<file path="config.mk">
export PLATFORM = sky130hd
export DESIGN_NAME = bresenham_line_drawer_flat
export DESIGN_NICKNAME = d
export VERILOG_FILES = /design/src/rtl/bresenham_line_drawer_pkg.sv /design/src/rtl/bresenham_line_drawer_if.sv /design/src/rtl/bresenham_line_drawer_pixel_addr.sv /design/src/rtl/bresenham_line_drawer.sv /design/src/flat_wrapper.sv
export SDC_FILE = /design/constraint.sdc
export NUM_CORES = 1
export LEC_CHECK = 0
export ABC_AREA = 0
export CAP_MARGIN = 20
export CORE_ASPECT_RATIO = 0.75
export CORE_MARGIN = 4
export CORE_UTILIZATION = 30
export DETAILED_ROUTE_END_ITERATION = 10
export GPL_TIMING_DRIVEN = 0
export PLACE_DENSITY_LB_ADDON = 0.25
export SYNTH_ARGS = -nofsm -noshare
export SYNTH_HDL_FRONTEND = slang
export SYNTH_SLANG_ARGS = --single-unit
</file>
<file path="constraint.sdc">
create_clock -name clk -period 6.8 [get_ports clk]
set_input_delay 0.68 -clock clk [delete_from_list [all_inputs] [get_ports clk]]
set_output_delay 0.68 -clock clk [all_outputs]
set_load 0.02 [all_outputs]
</file>
<file path="src/rtl/bresenham_line_drawer_pkg.sv">
// Shared frame-buffer definitions for the line drawer and its neighbours:
// frame geometry, coordinate/address types and the drawer state encoding.
package bresenham_line_drawer_pkg;

  localparam int H_RES  = 640;
  localparam int V_RES  = 480;
  localparam int X_W    = 10;
  localparam int Y_W    = 9;
  localparam int ADDR_W = 19;

  // Error term width: enough headroom for 2*err with any in-range endpoints
  localparam int ERR_W  = X_W + 3;

  typedef logic [X_W-1:0]           coord_x_t;
  typedef logic [Y_W-1:0]           coord_y_t;
  typedef logic [ADDR_W-1:0]        addr_t;
  typedef logic signed [ERR_W-1:0]  err_t;

  typedef enum logic [1:0] {
    IDLE  = 2'd0,
    SETUP = 2'd1,
    DRAW  = 2'd2
  } state_t;

endpackage

</file>
<file path="src/rtl/bresenham_line_drawer_if.sv">
// Handshake and pixel-write bundle between the plot sequencer (master),
// the line drawer (slave) and the shared frame buffer write port.
interface bresenham_line_drawer_if;
  import bresenham_line_drawer_pkg::*;

  logic     start;
  logic     ready;
  coord_x_t x1;
  coord_y_t y1;
  coord_x_t x2;
  coord_y_t y2;
  logic     write_enable;
  addr_t    write_addr;
  logic     write_data;

  modport master (
    output start, x1, y1, x2, y2,
    input  ready, write_enable, write_addr, write_data
  );

  modport slave (
    input  start, x1, y1, x2, y2,
    output ready, write_enable, write_addr, write_data
  );

endinterface

</file>
<file path="src/rtl/bresenham_line_drawer_pixel_addr.sv">
// Combinational (x,y) -> y*640 + x frame buffer address using shift-add
// (640 = 512 + 128), so no multiplier is needed. Shared with other drawers.
module pixel_addr
  import bresenham_line_drawer_pkg::*;
(
  input  coord_x_t x,
  input  coord_y_t y,
  output addr_t    addr
);

  addr_t x_ext;
  addr_t y_ext;

  assign x_ext = addr_t'(x);
  assign y_ext = addr_t'(y);

  // Address wraps to ADDR_W bits for out-of-range coordinates
  assign addr = (y_ext << 9) + (y_ext << 7) + x_ext;

endmodule

</file>
<file path="src/rtl/bresenham_line_drawer.sv">
// Bresenham line rasteriser: accepts two endpoints on start, spends one
// SETUP cycle computing stepping terms, then writes one pixel per clock.
// All write outputs are zero when not writing so the port can be OR-shared.
// Optional macro LINE_CLIP_EN: off-screen pixels are stepped but not written.
module bresenham_line_drawer
  import bresenham_line_drawer_pkg::*;
(
  input logic                    clk,
  input logic                    rst,
  bresenham_line_drawer_if.slave bus
);

  state_t   state;
  state_t   state_next;

  coord_x_t end_x1;
  coord_y_t end_y1;
  coord_x_t end_x2;
  coord_y_t end_y2;

  coord_x_t cur_x;
  coord_y_t cur_y;
  err_t     dx;
  err_t     dy;
  err_t     err;
  logic     sx_pos;
  logic     sy_pos;

  coord_x_t dx_abs;
  coord_y_t dy_abs;
  err_t     dx_calc;
  err_t     dy_calc;
  err_t     e2;
  logic     step_x;
  logic     step_y;
  logic     at_end;
  logic     pix_valid;
  addr_t    pix_addr;

  pixel_addr u_pixel_addr (
    .x    (cur_x),
    .y    (cur_y),
    .addr (pix_addr)
  );

  assign at_end = (cur_x == end_x2) && (cur_y == end_y2);
  assign e2     = err <<< 1;
  assign step_x = (e2 >= dy);
  assign step_y = (e2 <= dx);

`ifdef LINE_CLIP_EN
  assign pix_valid = (cur_x < coord_x_t'(H_RES)) && (cur_y < coord_y_t'(V_RES));
`else
  assign pix_valid = 1'b1;
`endif

  // Absolute deltas from the latched endpoints, used during SETUP
  always_comb begin
    dx_abs  = (end_x2 > end_x1) ? (end_x2 - end_x1) : (end_x1 - end_x2);
    dy_abs  = (end_y2 > end_y1) ? (end_y2 - end_y1) : (end_y1 - end_y2);
    dx_calc = err_t'(dx_abs);
    dy_calc = -err_t'(dy_abs);
  end

  // State register
  always_ff @(posedge clk or posedge rst) begin
    if (rst) state <= IDLE;
    else     state <= state_next;
  end

  // Next-state logic: a line always ends in IDLE after its final pixel
  always_comb begin
    state_next = state;
    case (state)
      IDLE:    if (bus.start) state_next = SETUP;
      SETUP:   state_next = DRAW;
      DRAW:    if (at_end) state_next = IDLE;
      default: state_next = IDLE;
    endcase
  end

  // Datapath: latch endpoints on accept, set up terms, then step per pixel
  always_ff @(posedge clk or posedge rst) begin
    if (rst) begin
      end_x1 <= '0;
      end_y1 <= '0;
      end_x2 <= '0;
      end_y2 <= '0;
      cur_x  <= '0;
      cur_y  <= '0;
      dx     <= '0;
      dy     <= '0;
      err    <= '0;
      sx_pos <= 1'b0;
      sy_pos <= 1'b0;
    end else begin
      case (state)
        IDLE: begin
          if (bus.start) begin
            end_x1 <= bus.x1;
            end_y1 <= bus.y1;
            end_x2 <= bus.x2;
            end_y2 <= bus.y2;
          end
        end
        SETUP: begin
          dx     <= dx_calc;
          dy     <= dy_calc;
          err    <= dx_calc + dy_calc;
          sx_pos <= (end_x1 < end_x2);
          sy_pos <= (end_y1 < end_y2);
          cur_x  <= end_x1;
          cur_y  <= end_y1;
        end
        DRAW: begin
          if (!at_end) begin
            err <= err + (step_x ? dy : '0) + (step_y ? dx : '0);
            if (step_x) cur_x <= sx_pos ? cur_x + coord_x_t'(1) : cur_x - coord_x_t'(1);
            if (step_y) cur_y <= sy_pos ? cur_y + coord_y_t'(1) : cur_y - coord_y_t'(1);
          end
        end
        default: ;
      endcase
    end
  end

  // Outputs: ready only when idle, write port zeroed unless drawing a valid pixel
  always_comb begin
    bus.ready        = 1'b0;
    bus.write_enable = 1'b0;
    bus.write_addr   = '0;
    bus.write_data   = 1'b0;
    case (state)
      IDLE: bus.ready = 1'b1;
      DRAW: begin
        if (pix_valid) begin
          bus.write_enable = 1'b1;
          bus.write_addr   = pix_addr;
          bus.write_data   = 1'b1;
        end
      end
      default: ;
    endcase
  end

endmodule

</file>
<file path="src/flat_wrapper.sv">
// flat-port wrapper written by rule: the top's interface ports become plain ports
module bresenham_line_drawer_flat import bresenham_line_drawer_pkg::*;
  (clk, rst, bus_start, bus_x1, bus_y1, bus_x2, bus_y2, bus_ready, bus_write_enable, bus_write_addr, bus_write_data);
  bresenham_line_drawer_if bus_i ();
  input logic clk;
  input logic rst;
  input wire logic [$bits(bus_i.start)-1:0] bus_start;
  input wire logic [$bits(bus_i.x1)-1:0] bus_x1;
  input wire logic [$bits(bus_i.y1)-1:0] bus_y1;
  input wire logic [$bits(bus_i.x2)-1:0] bus_x2;
  input wire logic [$bits(bus_i.y2)-1:0] bus_y2;
  output wire logic [$bits(bus_i.ready)-1:0] bus_ready;
  output wire logic [$bits(bus_i.write_enable)-1:0] bus_write_enable;
  output wire logic [$bits(bus_i.write_addr)-1:0] bus_write_addr;
  output wire logic [$bits(bus_i.write_data)-1:0] bus_write_data;
  assign bus_i.start = bus_start;
  assign bus_i.x1 = bus_x1;
  assign bus_i.y1 = bus_y1;
  assign bus_i.x2 = bus_x2;
  assign bus_i.y2 = bus_y2;
  assign bus_ready = bus_i.ready;
  assign bus_write_enable = bus_i.write_enable;
  assign bus_write_addr = bus_i.write_addr;
  assign bus_write_data = bus_i.write_data;
  bresenham_line_drawer u_core (.clk(clk), .rst(rst), .bus(bus_i));
endmodule
</file>
==> impl_metrics.env <==
export IMPL_gp_routability_congestion=0.8874
export IMPL_rsz0062_at_grt="false"
export IMPL_tightest_slew_ns=1.027
export IMPL_worst_slack_ns=0.7384
export IMPL_hold_viol=0
export IMPL_cp_end_kind="register"
export IMPL_worstSetupPathType="reg2reg"
export IMPL_area_growth_pct=16.03
export IMPL_die_h_um=157.9
export IMPL_tns_ns=0
export IMPL_post_cts_setup_buffer_count=0
export IMPL_htreeDepth=3
export IMPL_maxCapViolations=0
export IMPL_startpoint_type="register"
export IMPL_gr_total_overflow=0
export IMPL_grt_max_degree=55
export IMPL_n_antenna_cell=0
export IMPL_fin_nets=1248
export IMPL_ys_types=74
export IMPL_synth_ff_type="dfrtp_1"
export IMPL_clock_sinks=96
export IMPL_routedWlPerCell_um=17.20
export IMPL_path_max_fanout=10
export IMPL_ys_ff_latch=96
export IMPL_synth_cell_area_um2=8985
export IMPL_cp_required_ns=7.10
export IMPL_layout_drive_gt1_share_pct=9.023
export IMPL_start_util_pct=30.64
export IMPL_pre_cts_ws_ns=0.8765
export IMPL_relSlewSlack_pct=31.21
export IMPL_portBuffers=62
export IMPL_clockRootBuffer="clkbuf_16"
export IMPL_core_um2=29320
export IMPL_dp_hpwl_mm=20.39
export IMPL_r2r_worst_path_cells=22
export IMPL_synth_edf_count=0
export IMPL_postSynthNetCount=1174
export IMPL_final_common_cell="inv_1"
export IMPL_async_flop_share_pct=100.0
export IMPL_setup_viol=0
export IMPL_fp_dieW_um=207.8
export IMPL_ys_seq_area_share_pct=26.74
export IMPL_vias=7168
export IMPL_synthesis_instances=996
export IMPL_drtIter0Drc=519
export IMPL_hold_class="reg2reg"
export IMPL_clkTransAtPathRegs_ns=0.08
export IMPL_vias_per_cell=4.886
export IMPL_ant_nets=0
export IMPL_numCtsBuffers=9
export IMPL_pin_count=63
export IMPL_die_area_um2=32810
export IMPL_clock_latency_ns=0.38
export IMPL_ctsHoldBuffers=0
export IMPL_cts_tree="done"
export IMPL_hold_depth=1
export IMPL_worstPathArrival_ns=6.36
export IMPL_utilization_pct=35.55
export IMPL_maxSlewViolCount=0
export IMPL_antenna_found_initial=0
export IMPL_timing_final_crit_share_pct=89.14
export IMPL_wl_mm=25.23
export IMPL_ys_warn_count=0
export IMPL_final_cell_mix="127 x inv_1, 117 x ha_1, 96 x dfrtp_1"
export IMPL_first_pass_iters=7
export IMPL_crit_chain="ha_1 -> and3_1 -> nand3_1 -> nor3_1 -> o31ai_1 -> a31oi_1 -> clkbuf_1 -> nand2_1 -> fa_1 -> inv_1 -> ha_1 -> inv_1 -> fa_1 -> nor2b_1 -> o21ai_0 -> nand2b_1 -> a311oi_1 -> or4_1 -> a21bo_2 -> mux2i_1 -> mux2_2 -> o211ai_1"
export IMPL_fmax_mhz=165.0
export IMPL_cts_resized=0
export IMPL_run_status="finished clean"
export IMPL_crit_slowest_cell="a31oi_1"
export IMPL_drc_errors=0
export IMPL_rows=54
export IMPL_grtUsageTotal_pct=15.74
export IMPL_period_minus_slack_ns=6.062
export IMPL_skew_ns=0.01352
export IMPL_fillers=3044
export IMPL_synth_avg_cell_area_um2=9.021
export IMPL_grt_first_pass_wirelength_mm=40.39
export IMPL_cpPeakStageDelay_ns=0.68
export IMPL_grt_pass1_vias=7085
export IMPL_clk_path_buf_depth=2
## cell type report
class / instances / area (µm²) / area share [%]
Timing Repair Buffer: 63 / 648.1 / 6.217
Sequential cell: 96 / 2402 / 23.04
Multi-Input combinational cell: 743 / 5982 / 57.38
Clock buffer: 11 / 242.7 / 2.328
Tap cell: 392 / 490.5 / 4.705
Inverter: 128 / 483.0 / 4.633
Clock inverter: 5 / 56.30 / 0.5401
Buffer: 29 / 120.1 / 1.152
## critical path, delay by kind of cell (launching register included)
kind / cells / cell delay (ns)
simple gates: 7 / 1.63
compound gates: 6 / 1.44
fa+ha+maj: 4 / 1.31
buf+inv: 3 / 0.63
mux: 2 / 0.51
flops: 1 / 0.44
## worst paths after layout
path	startpoint	to	slack (ns)
worst max-delay path	u_core.err[10]	u_core.err[11]	0.74
worst min-delay path	u_core.state[1]	u_core.state[1]	0.55
worst max register to register	u_core.err[10]	u_core.err[11]	0.74
worst min register to register	u_core.state[1]	u_core.state[1]	0.55
max in group asynchronous	rst	u_core.cur_x[9]	5.37
min in group asynchronous	rst	u_core.end_y1[8]	0.73
## per-stage QoR
step,instance area (µm²),hold slack [ns],instances
6_report,10430,0.5501,1467
5_1_grt,10430,0.5737,1467
4_1_cts,10430,0.5499,1467
3_5_place_dp,10130,0.5338,1451
3_3_place_gp,10100,0.5356,1450
2_1_floorplan,8985,0.4806,996
## routing by layer
| layer | GRT usage [%] | up-vias | wire length (µm) |
|---|---|---|---|
| met1 | 24.70 | 3400 | 13900 |
| met5 | 0 | - | 0 |
| met2 | 22.03 | 161 | 9792 |
| met4 | 2.595 | 0 | 185 |
| met3 | 3.685 | 16 | 1357 |
| li1 | - | 3591 | - |
## cell usage after synthesis (all sizes together), types with 3 or more instances
cell type / count / area, µm²
a31oi: 3 / 18.77
nand2b: 8 / 50.05
o31ai: 4 / 30.03
a211oi: 3 / 27.52
nand4: 11 / 75.07
dfrtp: 96 / 2402
a311oi: 3 / 26.28
fa: 20 / 400.4
mux2: 53 / 596.8
a2111oi: 6 / 71.32
xor2: 12 / 105.1
mux2i: 17 / 170.2
buf: 9 / 45.03
nand2: 74 / 277.8
o211ai: 12 / 100.1
o21ai: 62 / 317.8
o21bai: 11 / 86.33
xnor2: 60 / 533.0
o21a: 9 / 76.32
a21boi: 7 / 52.55
a21oi: 75 / 379.1
and3: 6 / 37.54
nand3: 12 / 60.06
nor3: 16 / 85.08
inv: 128 / 480.5
nor2b: 11 / 68.82
nor2: 43 / 161.4
or3: 4 / 25.02
clkbuf: 20 / 75.07
a221oi: 4 / 41.29
a21o: 36 / 270.3
and2: 16 / 100.1
ha: 117 / 1464
## sequential cells by signal, indices dropped and copies added, names as in the netlist
name           flops
u_core.cur_x      10
u_core.cur_y       9
u_core.end_y2      9
u_core.dy         13
u_core.end_x2     10
u_core.sx_pos      1
u_core.end_x1     10
u_core.state       2
u_core.dx         10
u_core.end_y1      9
u_core.err        12
u_core.sy_pos      1
## logic make-up after synthesis
family	Yosys count	synth area share, %
AO/OA/AOI/OAI	248	17.99
AND/OR/NAND/NOR	216	12.20
buffers and inverters	157	6.684
adder cells (fa/ha/maj)	137	20.75
flip-flops	96	26.74
XOR/XNOR	72	7.102
multiplexers	70	8.536
Power is not shown: default switching activity piles up to over one toggle a cycle in this logic, so the estimate is an artifact.
